[src/rtl/pixel_serializer_if.sv]
// Source-side word handshake for pixel_serializer.
// The display fetch logic drives the master side; the serializer is the slave.
interface pixel_serializer_if #(
    parameter int DATA_W = 16
) ();
    logic [DATA_W-1:0] dat;        // fetched pixel word
    logic              dat_valid;  // dat holds a word on offer
    logic              dat_ready;  // serializer holding register can take it

    modport master (
        output dat,
        output dat_valid,
        input  dat_ready
    );

    modport slave (
        input  dat,
        input  dat_valid,
        output dat_ready
    );
endinterface

[src/rtl/pixel_serializer.sv]
// Double-buffered pixel serializer sitting between display fetch and palette lookup.
// A holding register takes one word ahead over a valid/ready handshake; an active
// shifter emits one 1/2/4/8-bit pixel per enable_i strobe, MSB-first. The pixel
// depth is latched when a word moves into the shifter, so depth changes apply at
// word boundaries. A sticky underflow flag records strobes that found no pixel.
module pixel_serializer #(
    parameter int DATA_W  = 16,
    parameter int MAX_BPP = 8
) (
    input  logic               dotclk_i,
    input  logic               reset_i,
    pixel_serializer_if.slave  src,
    input  logic [1:0]         bpp_i,
    input  logic               enable_i,
    input  logic               flush_i,
    input  logic               clear_underflow_i,
    output logic [MAX_BPP-1:0] pix_o,
    output logic               pix_valid_o,
    output logic               pix_last_o,
    output logic               underflow_o
);

    localparam int LOG2_BPP = $clog2(MAX_BPP);
    localparam int REM_W    = $clog2(DATA_W) + 1;

    localparam logic [REM_W-1:0] REM_ZERO = '0;
    localparam logic [REM_W-1:0] REM_ONE  = REM_W'(1);

    // Active shifter, holding register and their bookkeeping.
    logic [DATA_W-1:0] sh_q,        sh_d;
    logic [DATA_W-1:0] hold_q,      hold_d;
    logic              hold_full_q, hold_full_d;
    logic [REM_W-1:0]  rem_q,       rem_d;
    logic [1:0]        bpp_l_q,     bpp_l_d;
    logic              underflow_q, underflow_d;

    logic              dat_ready;
    logic              accept;
    logic              load;
    logic [1:0]        bpp_eff;
    logic [MAX_BPP-1:0] pix_top;

    // Depth codes wider than the widest supported pixel collapse to MAX_BPP.
    always_comb begin
        if (32'(bpp_i) > LOG2_BPP) begin
            bpp_eff = 2'(LOG2_BPP);
        end else begin
            bpp_eff = bpp_i;
        end
    end

    // The holding register is writable only when empty and not being flushed.
    assign dat_ready     = ~hold_full_q & ~reset_i & ~flush_i;
    assign src.dat_ready = dat_ready;
    assign accept        = src.dat_valid & dat_ready;

    // Prime an idle shifter, or reload on the strobe that consumes the last pixel.
    assign load = hold_full_q &
                  ((rem_q == REM_ZERO) | (enable_i & (rem_q == REM_ONE)));

    // Pixel is the top (1 << bpp_l) bits of the shifter, right-justified.
    assign pix_top     = sh_q[DATA_W-1 -: MAX_BPP];
    assign pix_valid_o = (rem_q != REM_ZERO);
    assign pix_last_o  = (rem_q == REM_ONE);
    assign pix_o       = pix_valid_o ? (pix_top >> (MAX_BPP - (1 << bpp_l_q))) : '0;
    assign underflow_o = underflow_q;

    // Next-state: flush, then load/shift/drain of the shifter, refill, underflow.
    always_comb begin
        // NOTE: every _d takes its _q value first so no path through this block
        // leaves a variable unassigned and infers a latch.
        sh_d        = sh_q;
        hold_d      = hold_q;
        hold_full_d = hold_full_q;
        rem_d       = rem_q;
        bpp_l_d     = bpp_l_q;
        underflow_d = underflow_q;

        if (flush_i) begin
            // Discard everything in flight; the strobe is ignored this cycle.
            sh_d        = '0;
            rem_d       = '0;
            hold_full_d = 1'b0;
            if (clear_underflow_i) begin
                underflow_d = 1'b0;
            end
        end else begin
            if (load) begin
                sh_d        = hold_q;
                bpp_l_d     = bpp_eff;
                rem_d       = REM_W'(DATA_W >> bpp_eff);
                hold_full_d = 1'b0;
            end else if (enable_i && (rem_q > REM_ONE)) begin
                sh_d  = sh_q << (1 << bpp_l_q);
                rem_d = rem_q - REM_ONE;
            end else if (enable_i && (rem_q == REM_ONE)) begin
                rem_d = '0;
            end

            // Accept only happens into an empty holding register, so it never
            // collides with a load out of it.
            if (accept) begin
                hold_d      = src.dat;
                hold_full_d = 1'b1;
            end

            // A strobe with nothing to show sets the flag even if a prime
            // happens on the same edge; setting beats clearing.
            if (enable_i && (rem_q == REM_ZERO)) begin
                underflow_d = 1'b1;
            end else if (clear_underflow_i) begin
                underflow_d = 1'b0;
            end
        end
    end

    // State registers with synchronous reset to an empty, idle serializer.
    always_ff @(posedge dotclk_i) begin
        // NOTE: non-blocking assignments so every register updates from the
        // same pre-edge values regardless of statement order.
        if (reset_i) begin
            sh_q        <= '0;
            hold_q      <= '0;
            hold_full_q <= 1'b0;
            rem_q       <= '0;
            bpp_l_q     <= '0;
            underflow_q <= 1'b0;
        end else begin
            sh_q        <= sh_d;
            hold_q      <= hold_d;
            hold_full_q <= hold_full_d;
            rem_q       <= rem_d;
            bpp_l_q     <= bpp_l_d;
            underflow_q <= underflow_d;
        end
    end

endmodule
[src/flat_wrapper.sv]
// flat-port wrapper written by rule: the top's interface ports become plain ports
module pixel_serializer_flat 
#(
    parameter int DATA_W  = 16,
    parameter int MAX_BPP = 8
)
  (dotclk_i, reset_i, bpp_i, enable_i, flush_i, clear_underflow_i, pix_o, pix_valid_o, pix_last_o, underflow_o, src_dat, src_dat_valid, src_dat_ready);
  pixel_serializer_if #(.DATA_W(DATA_W)) src_i ();
  input  logic dotclk_i;
  input  logic reset_i;
  input  logic [1:0] bpp_i;
  input  logic enable_i;
  input  logic flush_i;
  input  logic clear_underflow_i;
  output logic [MAX_BPP-1:0] pix_o;
  output logic pix_valid_o;
  output logic pix_last_o;
  output logic underflow_o;
  input wire logic [$bits(src_i.dat)-1:0] src_dat;
  input wire logic [$bits(src_i.dat_valid)-1:0] src_dat_valid;
  output wire logic [$bits(src_i.dat_ready)-1:0] src_dat_ready;
  assign src_i.dat = src_dat;
  assign src_i.dat_valid = src_dat_valid;
  assign src_dat_ready = src_i.dat_ready;
  pixel_serializer #(.DATA_W(DATA_W), .MAX_BPP(MAX_BPP)) u_core (.dotclk_i(dotclk_i), .reset_i(reset_i), .src(src_i), .bpp_i(bpp_i), .enable_i(enable_i), .flush_i(flush_i), .clear_underflow_i(clear_underflow_i), .pix_o(pix_o), .pix_valid_o(pix_valid_o), .pix_last_o(pix_last_o), .underflow_o(underflow_o));
endmodule
[config.mk]
export PLATFORM = sky130hd
export DESIGN_NAME = pixel_serializer_flat
export DESIGN_NICKNAME = d
export VERILOG_FILES = /design/src/rtl/pixel_serializer_if.sv /design/src/rtl/pixel_serializer.sv /design/src/flat_wrapper.sv
export SDC_FILE = /design/constraint.sdc
export NUM_CORES = 1
export LEC_CHECK = 0
export CAP_MARGIN = 25
export CORE_MARGIN = 3
export CORE_UTILIZATION = 25
export DETAILED_ROUTE_END_ITERATION = 6
export PLACE_DENSITY = 0.45
export SLEW_MARGIN = 20
export SYNTH_ARGS = -nofsm -noshare
export SYNTH_HDL_FRONTEND = slang
export SYNTH_SLANG_ARGS = --single-unit
[constraint.sdc]
create_clock -name dotclk_i -period 3.7 [get_ports dotclk_i]
set_input_delay 0.555 -clock dotclk_i [delete_from_list [all_inputs] [get_ports dotclk_i]]
set_output_delay 0.555 -clock dotclk_i [all_outputs]
set_load 0.01 [all_outputs]
======== Word level (Yosys, flattened, before mapping) ========
Cells that the tools add are included.
storage, ports and cells
  flip-flop bits (word level) ............. 41
  input bits .............................. 24
  logic and storage cells ................. 45
cells by class
  $add $sub $neg .......................... 2
  magnitude comparators ................... 1
  equal/unequal tests ..................... 1
  shifts and indexed selects .............. 4
  muxes and demuxes ....................... 11
  bitwise operators ....................... 9
  reduce and logical (&&, ||, !) cells .... 11
operators with widths
  cell                                                            count
  2-to-1 mux 16 bit                                               2
  << shifter 1 x 2 -> 32 bit (first input constant)               1
  << shifter 16 x 32 -> 16 bit                                    1
  >> shifter 8 x 32 -> 8 bit                                      1
  subtractor 5 x 32 -> 32 bit (first input constant)              1
  2-to-1 mux 5 bit                                                3
  2-to-1 mux 8 bit                                                1
  bitwise AND 1 bit                                               5
  == test 5 x 1 -> 1 bit (second input constant)                  1
  greater-than comparator 5 x 1 -> 1 bit (second input constant)  1
  logical NOT 5 bit                                               1
  2-to-1 mux 1 bit                                                5
  nonzero test 5 bit                                              1
  >> shifter 5 x 2 -> 5 bit (first input constant)                1
  subtractor 5 x 1 -> 5 bit (second input constant)               1
  AND reduction 2 bit                                             2
  nonzero test 2 bit                                              2
  logical AND 1 bit                                               3
  inverter 1 bit                                                  3
  nonzero test 3 bit                                              1
  OR reduction 2 bit                                              1
  bitwise OR 1 bit                                                1

======== Depth between registers and ports, before layout ========
  depth in word-level cells ............... 6
  depth in mapped cells ................... 9
  gate-level depth less buffers ........... 7

======== Worst setup path before layout ========
No wires, ideal clock.
  path type ............................... flip-flop to output port
  start point ............................. register u_core.bpp_l_q[0]
  end point ............................... output port pix_o[2]
  arrival time ............................ 2315 ps
  data required time ...................... 3145 ps
  path slack .............................. 830 ps
  cell stages (with the launch flop) ...... 10
  buffers on the path ..................... 4
  cells stage by stage .................... dfxtp_1 > buf_2 > buf_2 > clkbuf_1 > nand2b_1 > ha_1 > buf_1 > mux4_2 > nor2b_1 > o21a_1
on the way
  cells in the longest elaborated chain, start to end .. 4
ends and longest elaborated chain
  item                         RTL line                 text
  start, declared              pixel_serializer.sv:34   logic [1:0] bpp_l_q, bpp_l_d;
  start signal, assigned       pixel_serializer.sv:133  bpp_l_q <= bpp_l_d;
  << shifter 1 x 2 -> 32 bit   pixel_serializer.sv:65   assign pix_o = pix_valid_o ? (pix_top >> (MAX_BPP - (1 << bpp_l_q))) : '0;
  subtractor 5 x 32 -> 32 bit  pixel_serializer.sv:65
  >> shifter 8 x 32 -> 8 bit   pixel_serializer.sv:65
  2-to-1 mux 8 bit             pixel_serializer.sv:65
  end, declared                flat_wrapper.sv:15       output logic [MAX_BPP-1:0] pix_o;
No other way between the ends.

======== Final worst setup path ========
Ends and elaborated chain as after synthesis.

==> results.sh <==
export IMPL_switchingPower_mw=0.249
export IMPL_synthTopCellsByArea="dfxtp_1 34%, mux4_2 11%, mux2i_1 9.2%, nand2_1 7.1%, a21oi_1 4.8%"
export IMPL_worst_pin_slew_ns=0.989
export IMPL_num_vias=2115
export IMPL_seq_power_share_pct=49.2
export IMPL_p_clk_share_pct=35.0
export IMPL_die_h_um=104
export IMPL_fin_skew_ns=0.00455
export IMPL_antenna_found_initial=0
export IMPL_overflow=0
export IMPL_cts_buffer_depth=2
export IMPL_slew_headroom_pct=33.6
export IMPL_critPathCaptureType="output pin"
export IMPL_cts_buffers=5
export IMPL_required_ns=3.14
export IMPL_slowest_delay_ns=0.49
export IMPL_wl_met3_um=294
export IMPL_holdBufCountCts=0
export IMPL_ys_seq_area_share_pct=34.3
export IMPL_drive_above_1_share_pct=11.0
export IMPL_cts_setup_buffers=0
export IMPL_hold_path_depth=2
export IMPL_setup_slack_ns=0.635
export IMPL_first_iter_violations=71
export IMPL_grt_pass1_vias=2071
export IMPL_fmax_mhz=326
export IMPL_r2r_start="u_core.rem_q[1]$_SDFFE_PP0P_"
export IMPL_diodes=0
export IMPL_routed_via_density=4.82
export IMPL_layout_nets=337
export IMPL_min_from="u_core.hold_q[9]$_SDFFE_PP0P_"
export IMPL_highest_layer="met4"
export IMPL_finalNonFillerCells=439
export IMPL_critPathTopFamily="buffers and inverters"
export IMPL_grt_usage_pct=11.7
export IMPL_yosysWarningCount=0
export IMPL_hold_path_end="u_core.hold_q[9]$_SDFFE_PP0P_"
export IMPL_wl_met1_mm=3.17
export IMPL_cts_resized=0
export IMPL_rr_endpoint="u_core.sh_q[4]$_SDFFE_PP0P_"
export IMPL_area_growth_pct=24.6
export IMPL_final_common_cell="nand2_1"
export IMPL_grt_max_degree=23
export IMPL_yosysTopAreaCell="dfxtp_1"
export IMPL_ant_nets=0
export IMPL_port_buffers=35
export IMPL_grt_pass1_wl_mm=10.4
export IMPL_r2r_slack_ns=1.43
export IMPL_dp_hpwl_mm=4.56
export IMPL_h_tree_depth=2
export IMPL_p_int_mw=0.689
export IMPL_clkTransAtPathRegs_ns=0.08
export IMPL_rr_worst_depth=6
export IMPL_crit_chain="nor2_2 > inv_1 > ha_1 > mux4_2 > nor2b_1 > o21a_1 > clkdlybuf4s50_1"
export IMPL_first_pass_iters=4
export IMPL_rsz0062_at_grt="false"
export IMPL_path_depth=7
export IMPL_cts_tree="done"
export IMPL_fin_tns_setup_ns=0
export IMPL_cp_max_fo=9
export IMPL_drt_wl_total_mm=6.27
export IMPL_swShare_pct=26.5
export IMPL_synth_seq_cells=41
export IMPL_ys_types=45
export IMPL_min_period_ns=3.07
export IMPL_gp_congestion=0.767
export IMPL_initial_core_util_pct=25.8
export IMPL_drv_cap=0
export IMPL_die_area_um2=10800
export IMPL_wl_per_cell_um=14.3
export IMPL_hold_viol_final=0
export IMPL_dr_wl_met2_mm=2.76
export IMPL_rows=35
export IMPL_die_w_um=104
export IMPL_final_cell_mix="45 x nand2_1, 41 x dfxtp_1, 35 x clkdlybuf4s50_1"
export IMPL_power_static_leakage_nw=0.951
export IMPL_synth_top_area_share_pct=34.3
export IMPL_synth_edf_count=0
export IMPL_pre_cts_slack_ns=0.942
export IMPL_syn_area_um2=2390
export IMPL_cp_slowest_cell="ha_1"
export IMPL_synth_cells=279
export IMPL_worst_ir_drop_vdd_mv=0.130
export IMPL_core_area_um2=9280
export IMPL_clkLatencyLatePin_ns=0.29
export IMPL_final_util_pct=32.1
export IMPL_power_share_combinational_pct=15.8
export IMPL_path_buf_inv=2
export IMPL_drv_slew=0
export IMPL_period_share_pct=82.8
export IMPL_critical_path_arrival_ns=2.51
export IMPL_min_path_type="flop to flop"
export IMPL_dp_cells=431
export IMPL_finalSetupViolations=0
export IMPL_postSynthAreaPerCell_um2=8.57
export IMPL_crit_type="flop to output pin"
export IMPL_route_detailed_drc=0
export IMPL_startpoint_type="flop"
export IMPL_io_pins=36
export IMPL_clock_sinks=41
export IMPL_synthArstFlopShare_pct=0
export IMPL_clockRootBuffer="clkbuf_8"
export IMPL_status="finished, final reports clean"
export IMPL_ys_flop_type="dfxtp_1"
export IMPL_powerDensity_nw_per_um2=315
export IMPL_synth_nets=307
worst reg2reg max path, stage by stage, from the launching register on:
cell,delay (ns)
dfxtp_1,0.44
inv_1,0.13
ha_1,0.25
o21bai_1,0.20
a21boi_2,0.76
mux2i_1,0.28
o21ai_0,0.08
sequential cells by signal (all words and copies together), names as in the netlist:
name                cells
u_core.hold_full_q      1
u_core.rem_q            5
u_core.sh_q            16
u_core.hold_q          16
u_core.bpp_l_q          2
u_core.underflow_o      1
area by class of cell:
cell class	instances	area [um2]
clock buffers	7	96.3
clock inverters	1	5.00
fillers	1018	6300
inverters	7	26.3
multi-input cells	211	1460
flip-flops and latches	41	821
well taps	129	161
repair buffers	43	410
synthesized netlist by cell type, drive strengths merged (6+ instances only):
cell    number
nand2       45
dfxtp       41
a21oi       23
mux2i       22
nand3       22
o21ai       18
nor2        13
buf         12
mux4        12
clkbuf       8
inv          7
a31oi        6
kinds of logic after synthesis:
family,after synthesis,synth area share [%]
buffers and inverters,27,4.65
DFF,41,34.3
muxes,34,20.5
adders and majority gates,4,2.09
and+or+nand+nor,108,21.7
AOI/OAI and AO/OA,65,16.8
power by group through the flow:
stage	clock network, mW	logic (mW)	registers [mW]
6_report	0.329	0.148	0.462
3_5_place_dp	0	0.149	0.472
5_1_grt	0.357	0.164	0.463
3_3_place_gp	0	0.150	0.472
4_1_cts	0.343	0.150	0.462
2_1_floorplan	0	0.0907	0.468
metal layers:
| metal | global-route usage (%) | vias up |
|---|---|---|
| li1 | - | 1079 |
| met4 | 3.42 | 0 |
| met3 | 2.24 | 4 |
| met1 | 16.9 | 983 |
| met2 | 17.6 | 49 |
| met5 | 0 | - |
how the worst max path moves through the flow:
stage                                         startpoint        to  slack (ns)
final                     u_core.bpp_l_q[0]$_SDFFE_PP0P_  pix_o[2]        0.63
after global routing      u_core.bpp_l_q[0]$_SDFFE_PP0P_  pix_o[2]        0.48
after CTS                 u_core.bpp_l_q[0]$_SDFFE_PP0P_  pix_o[1]        0.60
after detailed placement  u_core.bpp_l_q[0]$_SDFFE_PP0P_  pix_o[1]        0.94
after global placement    u_core.bpp_l_q[0]$_SDFFE_PP0P_  pix_o[2]        0.98
after floorplan           u_core.bpp_l_q[0]$_SDFFE_PP0P_  pix_o[2]        0.83
per-stage QoR:
stage	cell area (um2)	hold WS, ns	power, mW
detailed placement	2880	0.451	0.621
global route	2980	0.482	0.984
floorplan	2390	0.432	0.559
global placement	2880	0.449	0.622
CTS	2980	0.463	0.954
finish	2980	0.459	0.938
Power figures use the tool's default switching activity.
